### src/rtl/vga_timing_gen.sv
// Runtime-reconfigurable raster timing generator. A shadow config is swapped in
// at the frame boundary; request outputs lead display outputs by PIPE_LAT cycles.
module vga_timing_gen #(
    parameter int CW       = 12,
    parameter int PIPE_LAT = 2,
    parameter int H_ACTIVE = 800,
    parameter int H_FP     = 40,
    parameter int H_SYNC   = 128,
    parameter int H_BP     = 88,
    parameter int V_ACTIVE = 600,
    parameter int V_FP     = 1,
    parameter int V_SYNC   = 4,
    parameter int V_BP     = 23,
    parameter int H_POL    = 1,
    parameter int V_POL    = 1
) (
    input  logic          pixel_clk,
    input  logic          rst_n,
    input  logic          cfg_valid,
    output logic          cfg_ready,
    input  logic [CW-1:0] cfg_h_active,
    input  logic [CW-1:0] cfg_h_fp,
    input  logic [CW-1:0] cfg_h_sync,
    input  logic [CW-1:0] cfg_h_bp,
    input  logic [CW-1:0] cfg_v_active,
    input  logic [CW-1:0] cfg_v_fp,
    input  logic [CW-1:0] cfg_v_sync,
    input  logic [CW-1:0] cfg_v_bp,
    input  logic          cfg_h_pol,
    input  logic          cfg_v_pol,
    output logic          cfg_err,
    output logic          cfg_pending,
    output logic          req_valid,
    output logic [CW-1:0] req_x,
    output logic [CW-1:0] req_y,
    output logic          h_sync,
    output logic          v_sync,
    output logic          disp_enbl,
    output logic [CW-1:0] h_coord,
    output logic [CW-1:0] v_coord,
    output logic          frame_start,
    output logic          line_start
);
    typedef logic [CW+1:0] wide_t;

    typedef struct packed {
        logic [CW-1:0] ha, hfp, hs, hbp, va, vfp, vs, vbp;
        logic          hp, vp;
    } timing_t;

    typedef struct packed {
        logic          vld;
        logic [CW-1:0] x, y;
        logic          hs, vs, ls, fs;
    } stage_t;

    localparam timing_t DEF = '{ha: CW'(H_ACTIVE), hfp: CW'(H_FP), hs: CW'(H_SYNC), hbp: CW'(H_BP),
                                va: CW'(V_ACTIVE), vfp: CW'(V_FP), vs: CW'(V_SYNC), vbp: CW'(V_BP),
                                hp: 1'(H_POL), vp: 1'(V_POL)};
    localparam stage_t RST_ST = '{vld: 1'b0, x: '0, y: '0, hs: ~1'(H_POL), vs: ~1'(V_POL),
                                  ls: 1'b0, fs: 1'b0};
    localparam wide_t MAXT = {2'b01, {CW{1'b0}}};

    function automatic wide_t ext(input logic [CW-1:0] a);
        return {2'b00, a};
    endfunction

    function automatic wide_t tot(input logic [CW-1:0] a, b, c, d);
        return ext(a) + ext(b) + ext(c) + ext(d);
    endfunction

    timing_t       cur_q, sh_q, cfg_t;
    logic          pend_q, err_q;
    logic [CW-1:0] h_cnt_q, v_cnt_q, h_cnt_d, v_cnt_d;
    stage_t        s0_d;
    stage_t        pipe_q [PIPE_LAT+1];

    wide_t ht, vt, hx, vy, h_ss, v_ss;
    logic  cfg_bad, h_last, v_last, apply;

    assign cfg_t = '{ha: cfg_h_active, hfp: cfg_h_fp, hs: cfg_h_sync, hbp: cfg_h_bp,
                     va: cfg_v_active, vfp: cfg_v_fp, vs: cfg_v_sync, vbp: cfg_v_bp,
                     hp: cfg_h_pol, vp: cfg_v_pol};

    assign cfg_bad = (cfg_h_active == '0) || (cfg_h_sync == '0) ||
                     (cfg_v_active == '0) || (cfg_v_sync == '0) ||
                     (tot(cfg_h_active, cfg_h_fp, cfg_h_sync, cfg_h_bp) > MAXT) ||
                     (tot(cfg_v_active, cfg_v_fp, cfg_v_sync, cfg_v_bp) > MAXT);

    assign ht     = tot(cur_q.ha, cur_q.hfp, cur_q.hs, cur_q.hbp);
    assign vt     = tot(cur_q.va, cur_q.vfp, cur_q.vs, cur_q.vbp);
    assign hx     = ext(h_cnt_q);
    assign vy     = ext(v_cnt_q);
    assign h_last = (hx == ht - wide_t'(1));
    assign v_last = (vy == vt - wide_t'(1));
    assign apply  = h_last && v_last && pend_q;
    assign h_ss   = ext(cur_q.ha) + ext(cur_q.hfp);
    assign v_ss   = ext(cur_q.va) + ext(cur_q.vfp);

    always_comb begin
        h_cnt_d = h_last ? '0 : h_cnt_q + 1'b1;
        v_cnt_d = v_cnt_q;
        if (h_last) v_cnt_d = v_last ? '0 : v_cnt_q + 1'b1;
        // Stage-0 terms use the timing in force for this counter value, polarity included.
        s0_d     = RST_ST;
        s0_d.vld = (hx < ext(cur_q.ha)) && (vy < ext(cur_q.va));
        s0_d.x   = h_cnt_q;
        s0_d.y   = v_cnt_q;
        s0_d.hs  = ((hx >= h_ss) && (hx < h_ss + ext(cur_q.hs))) ? cur_q.hp : ~cur_q.hp;
        s0_d.vs  = ((vy >= v_ss) && (vy < v_ss + ext(cur_q.vs))) ? cur_q.vp : ~cur_q.vp;
        s0_d.ls  = (h_cnt_q == '0);
        s0_d.fs  = (h_cnt_q == '0) && (v_cnt_q == '0);
    end

    always_ff @(posedge pixel_clk or negedge rst_n) begin
        if (!rst_n) begin
            h_cnt_q <= '0;
            v_cnt_q <= '0;
            cur_q   <= DEF;
            sh_q    <= DEF;
            pend_q  <= 1'b0;
            err_q   <= 1'b0;
            for (int i = 0; i <= PIPE_LAT; i++) pipe_q[i] <= RST_ST;
        end else begin
            h_cnt_q <= h_cnt_d;
            v_cnt_q <= v_cnt_d;
            err_q   <= 1'b0;
            // Handshake needs an empty shadow and apply needs a full one, so they never collide.
            if (cfg_valid && !pend_q) begin
                if (cfg_bad) begin
                    err_q <= 1'b1;
                end else begin
                    sh_q   <= cfg_t;
                    pend_q <= 1'b1;
                end
            end
            if (apply) begin
                cur_q  <= sh_q;
                pend_q <= 1'b0;
            end
            pipe_q[0] <= s0_d;
            for (int i = 1; i <= PIPE_LAT; i++) pipe_q[i] <= pipe_q[i-1];
        end
    end

    assign cfg_ready   = ~pend_q;
    assign cfg_pending = pend_q;
    assign cfg_err     = err_q;
    assign req_valid   = pipe_q[0].vld;
    assign req_x       = pipe_q[0].x;
    assign req_y       = pipe_q[0].y;
    assign disp_enbl   = pipe_q[PIPE_LAT].vld;
    assign h_coord     = pipe_q[PIPE_LAT].x;
    assign v_coord     = pipe_q[PIPE_LAT].y;
    assign h_sync      = pipe_q[PIPE_LAT].hs;
    assign v_sync      = pipe_q[PIPE_LAT].vs;
    assign line_start  = pipe_q[PIPE_LAT].ls;
    assign frame_start = pipe_q[PIPE_LAT].fs;
endmodule

### config.mk
export PLATFORM = sky130hd
export DESIGN_NAME = vga_timing_gen
export DESIGN_NICKNAME = d
export VERILOG_FILES = /design/src/rtl/vga_timing_gen.sv
export SDC_FILE = /design/constraint.sdc
export NUM_CORES = 1
export LEC_CHECK = 0
export ABC_CLOCK_PERIOD_IN_PS = 6400
export BUFFER_PORTS_ARGS = -buffer_cell sky130_fd_sc_hd__buf_2
export CELL_PAD_IN_SITES_DETAIL_PLACEMENT = 0
export CELL_PAD_IN_SITES_GLOBAL_PLACEMENT = 1
export CORE_ASPECT_RATIO = 1.1
export CORE_MARGIN = 4
export CORE_UTILIZATION = 40
export DETAILED_ROUTE_END_ITERATION = 7
export GPL_TIMING_DRIVEN = 0
export PLACE_DENSITY = 0.8
export SETUP_SLACK_MARGIN = 0.1
export SLEW_MARGIN = 10
export SYNTH_ARGS = -nofsm -noshare
export SYNTH_HDL_FRONTEND = slang
export SYNTH_SLANG_ARGS = --single-unit
### constraint.sdc
create_clock -name pixel_clk -period 6.4 [get_ports pixel_clk]
set_clock_uncertainty 0.2 [all_clocks]
set_input_delay 0.64 -clock pixel_clk [delete_from_list [all_inputs] [get_ports pixel_clk]]
set_output_delay 0.64 -clock pixel_clk [all_outputs]
set_load 0.02 [all_outputs]
# == Word-level counts from Yosys, hierarchy flattened ==
# Cells that the tools add are included.
# totals
inputBits,101
regBits,309
# op_classes
n_addsub,16
mux,9
n_eq_ne,3
n_lt_le_gt_ge,8
bitwise,4
n_reduce_logical,22
# op_table
cell,n
$logic_not A12 Y1,6
$add A13 B12 Y14,4
$add A14 B12 Y14,4
$add A12 B12 Y13,4
$eq A12 B14 Y1,2
$gt A14 B13 Y1 const B,2
$lt A12 B14 Y1,2
$sub A14 B1 Y14 const B,2
$ge A12 B13 Y1,2
$add A12 B1 Y12 const B,2
$lt A12 B12 Y1,2
$mux W12,2
$logic_and A1 B1 Y1,7
$mux W1,7
$logic_or A1 B1 Y1,5
$not A1 Y1,4
$reduce_and A2 Y1,2
$ne A2 B1 Y1 const B,1
$reduce_bool A2 Y1,1
$logic_not A1 Y1,1

# == Depth between registers and ports, before layout ==
# depth
depth_word,9
mapped_depth,30
ltp_nobuf,27

# == Worst setup path before layout ==
# No wires, ideal clock.
# synth_path
path_kind,register -> register
start,register cur_q[26] (netlist bit)
end,register cur_q[88] (netlist bit)
path_buffers,2
path_stages_with_launch,30
required_time_ns,6.073
setup_slack_ns,0.146
t_arrival_ns,5.926
path_cell_list,dfstp_2 -> ha_1 -> inv_1 -> fa_1 -> nor2b_1 -> o21ai_0 -> a21boi_0 -> nor4_1 -> nor2_1 -> a21oi_1 -> xnor2_1 -> ha_1 -> and2_1 -> a311oi_1 -> o21bai_1 -> a21oi_1 -> xor2_1 -> ha_1 -> inv_1 -> ha_1 -> nand2b_1 -> a2111o_1 -> nor2_1 -> nand3_1 -> nor4_1 -> nand4_1 -> nor3_4 -> buf_6 -> buf_6 -> mux2_1
# synth_between
elab_chain_len,7
# synth_rtl
item,line,text
"start, declared",72,"timing_t cur_q, sh_q, cfg_t;"
"start signal, assigned",138,cur_q <= sh_q;
$add A12 B12 Y13,69,return ext(a) + ext(b) + ext(c) + ext(d);
$add A13 B12 Y14,69,
$add A14 B12 Y14,69,
$sub A14 B1 Y14,95,assign v_last = (vy == vt - wide_t'(1));
$eq A12 B14 Y1,95,
$logic_and A1 B1 Y1 (2 in series),96,assign apply = h_last && v_last && pend_q;
# Every way passes these cells.
# A chain may end at the register's enable or synchronous reset.

# == Worst setup path after layout ==
# layout_path
start,register cur_q[87] (netlist bit)
end,register cur_q[88] (netlist bit)
# layout_between
elab_chain_len,7
# layout_rtl
item,line,text
$add A12 B12 Y13,69,
$add A13 B12 Y14,69,
$add A14 B12 Y14,69,
$sub A14 B1 Y14,94,assign h_last = (hx == ht - wide_t'(1));
$eq A12 B14 Y1,94,
$logic_and A1 B1 Y1 (2 in series),96,
# Every way passes these cells.

==> results.cfg <==
[run_status]
status = complete, but fails checks
failed_checks = negative setup slack

[power]
ir_drop_mv = 0.145
power_density_nw_per_um2 = 204
cellLeakagePower_nw = 11.3

[critical_path]
path_class = register to register
cp_data_required_time_ns = 6.61
cp.arrival_ns = 6.67
cp_slowest_stage_delay_ns = 0.40
startpoint_type = register
cpMaxStageDelayCell = dfrtp_1
worstSetupEndpointType = register
path_max_fanout = 5
r2r_cells = 28

[sta]
setup_slack_ns = -0.0539
slew_violations = 0
hold_ws_ns = 0.143
worstMarginPinSlew_ns = 0.918
layout_min_cycle_time_ns = 6.45
period_share_pct = 101
slew_headroom_pct = 38.8
setup_violations = 86
rsz0062_at_grt = yes
hold_viol = 0
fmax_ghz = 0.155

[floorplanning]
dieWidth_um = 217
design.core.area_um2 = 47700
die_area_um2 = 51800
num_rows = 84
io_pins = 158
die_y_um = 238
start_util_pct = 40.4

[drt]
vias_per_cell = 5.17
route.detailed.drc = 0
dr_total_vias = 13600
drt_iter0_markers = 725
wirelength_um = 48200
post_drt_wl_per_cell_um = 18.3
postRouteAntennaNets = 0
first_pass_iters = 5

[global_routing]
grt_pass1_wl_um = 77000
grt_max_degree = 102
grtUsageTotal_pct = 18.5
grt_pass1_vias = 14100
antenna_found_initial = 2
grt_overflow_total = 0

[layout]
utilization_pct = 49.0
stdcell_count = 2635
drive_above_1_share_pct = 33.4
fin_area_um2 = 23400
syn_to_final_growth_pct = 21.2
diodes = 0
nets = 2311

[min_path]
min_path_type = register to register
hold_depth = 0

[cts]
cts_max_level = 2
path_clk_slew_ns = 0.06
numCtsBuffers = 34
clk_latency_ns = 0.53
cts_tree = done
cts_num_sinks = 309
clock-root-buffer = clkbuf_16
max-clock-path-buffers = 3

[yosys]
yosysUniqueCellTypes = 76
seq_area_frac_synth_pct = 40.4
synth_cells = 1716
synth_area_um2 = 19300
avgSynthCellArea_um2 = 11.2
synth_async_sr_flop_share_pct = 100
syn_nets = 2063
synth_seq_cells = 309
synth-main-ff-cell = dfrtp_1
synth-edff-count = 0
yosys_warnings = 0

[place]
placed_area_um2 = 21000
hpwl_um = 37700
numPlacedInstances = 2521
gp_congestion = 0.916
io_buffers = 157

[job]
maxCapViolations = 0
==> final timing paths <==
kind / startpoint / end / slack [ns]
min: pipe_q[44] / v_coord[11] / 0.14
max: cur_q[87] / cur_q[88] / -0.05
max in group asynchronous: rst_n / cur_q[54] / 4.43
max reg2reg: cur_q[87] / cur_q[88] / -0.05
min reg2reg: pipe_q[44] / v_coord[11] / 0.14
min in group asynchronous: rst_n / v_coord[5] / 0.36
==> cells in the final DEF, fill, tap and decap left out, types with 16 or more instances in the layout <==
master,count
a21o_1,30
a21oi_1,51
and3_1,17
buf_2,159
buf_4,95
clkbuf_16,35
dfrtp_1,267
dfstp_2,42
fa_1,52
ha_1,181
inv_1,155
mux2_2,131
mux2_4,60
mux2i_1,16
nand2_1,34
nand2b_1,21
nand3_1,45
nand4_1,25
nor2_1,72
nor3_1,25
nor4_1,16
o21ai_0,46
xnor2_1,55
xor2_1,37
==> cells in the mapped netlist, types with 14 or more instances <==
| master | n | share of area (%) |
|---|---|---|
| mux2_2 | 182 | 11 |
| a21o_1 | 30 | 1.2 |
| nand2b_1 | 23 | 0.75 |
| nand2_1 | 35 | 0.68 |
| buf_4 | 58 | 2.3 |
| nor2b_1 | 16 | 0.52 |
| nand4_1 | 25 | 0.81 |
| inv_1 | 162 | 3.2 |
| dfrtp_1 | 267 | 35 |
| nor4_1 | 21 | 0.68 |
| fa_1 | 54 | 5.6 |
| xor2_1 | 39 | 1.8 |
| and2_1 | 14 | 0.45 |
| xnor2_1 | 58 | 2.6 |
| nor3_1 | 27 | 0.70 |
| mux2i_1 | 17 | 0.88 |
| a21oi_1 | 59 | 1.5 |
| nor2_1 | 76 | 1.5 |
| and3_1 | 17 | 0.55 |
| ha_1 | 192 | 12 |
| dfstp_2 | 42 | 5.7 |
| mux2_1 | 14 | 0.82 |
| o21ai_0 | 53 | 1.4 |
| nand3_1 | 47 | 1.2 |
==> kinds of logic (layout without fill, tap and decap cells) <==
family                   count (synthesis)  count (layout)  share of synthesized area [%]
AO/OA/AOI/OAI                          259             259                           9.09
multiplexers                           213             213                           12.3
buffers and inverters                  240             514                           5.90
flip-flops                             309             309                           40.4
AND/OR/NAND/NOR                        350             350                           9.77
adder cells (fa/ha/maj)                248             248                           18.2
XOR/XNOR                                97              97                           4.40
==> flip-flops by register name, indices dropped and copies added (netlist names), 12 cells and up <==
| name | count |
|---|---|
| req_y | 12 |
| cur_q | 98 |
| req_x | 12 |
| h_cnt_q | 12 |
| pipe_q | 33 |
| v_cnt_q | 12 |
| v_coord | 12 |
| h_coord | 12 |
| sh_q | 98 |
==> repair_timing <==
item | in CTS | in global routing
hold buffers | 1 | 0
gates cloned | 1 | 1
endpoints found under the setup margin | 123 | 122
gates resized for setup | 136 | 76
setup buffers | 23 | 28
pin swaps | 33 | 55
hold endpoints to repair | 18 | 0
==> per-stage QoR <==
| step | power, W | worst slack [ns] | TNS [ns] |
|---|---|---|---|
| floorplan | 0.00257 | 0.146 | 0 |
| global placement | 0.00279 | -1.30 | -437.00 |
| detailed placement | 0.00282 | -1.19 | -115.02 |
| CTS | 0.00482 | 0.0208 | 0 |
| global route | 0.00499 | -0.273 | -22.76 |
| finish | 0.00476 | -0.0539 | -1.65 |
==> layout make-up <==
class                      count  area, µm²
buffer                        78        658
clock buffer                  51       1030
clock inverter                11        110
fill                        4315      24300
inverter                     162        608
multi-input combinational   1167      11100
sequential                   309       7780
tap                          645        807
timing repair buffer         212       1310
==> critical path: cells and delay by family, from the launching register on <==
kind | cells | cell delay [ns]
compound gates | 9 | 1.78
simple gates | 7 | 1.42
fa+ha+maj | 4 | 1.27
mux | 2 | 0.60
buf+inv | 4 | 0.45
flops | 1 | 0.40
xor+xnor | 2 | 0.21
==> layer usage <==
layer	GRT usage, %	wire length (µm)	vias to the layer above
li1	-	-	6545
met1	24.9	21600	6764
met2	31.4	23500	248
met3	2.53	1600	72
met4	5.76	1450	2
met5	0	10	-
==> power breakdown <==
group | total, W | switching, W | internal (W) | leakage [nW]
sequential | 0.00206 | 0.0000358 | 0.00203 | 4.05
clock | 0.00197 | 0.000809 | 0.00116 | 0.565
combinational | 0.000730 | 0.000409 | 0.000321 | 6.71
Note: power is estimated with default switching activity, not from simulation.
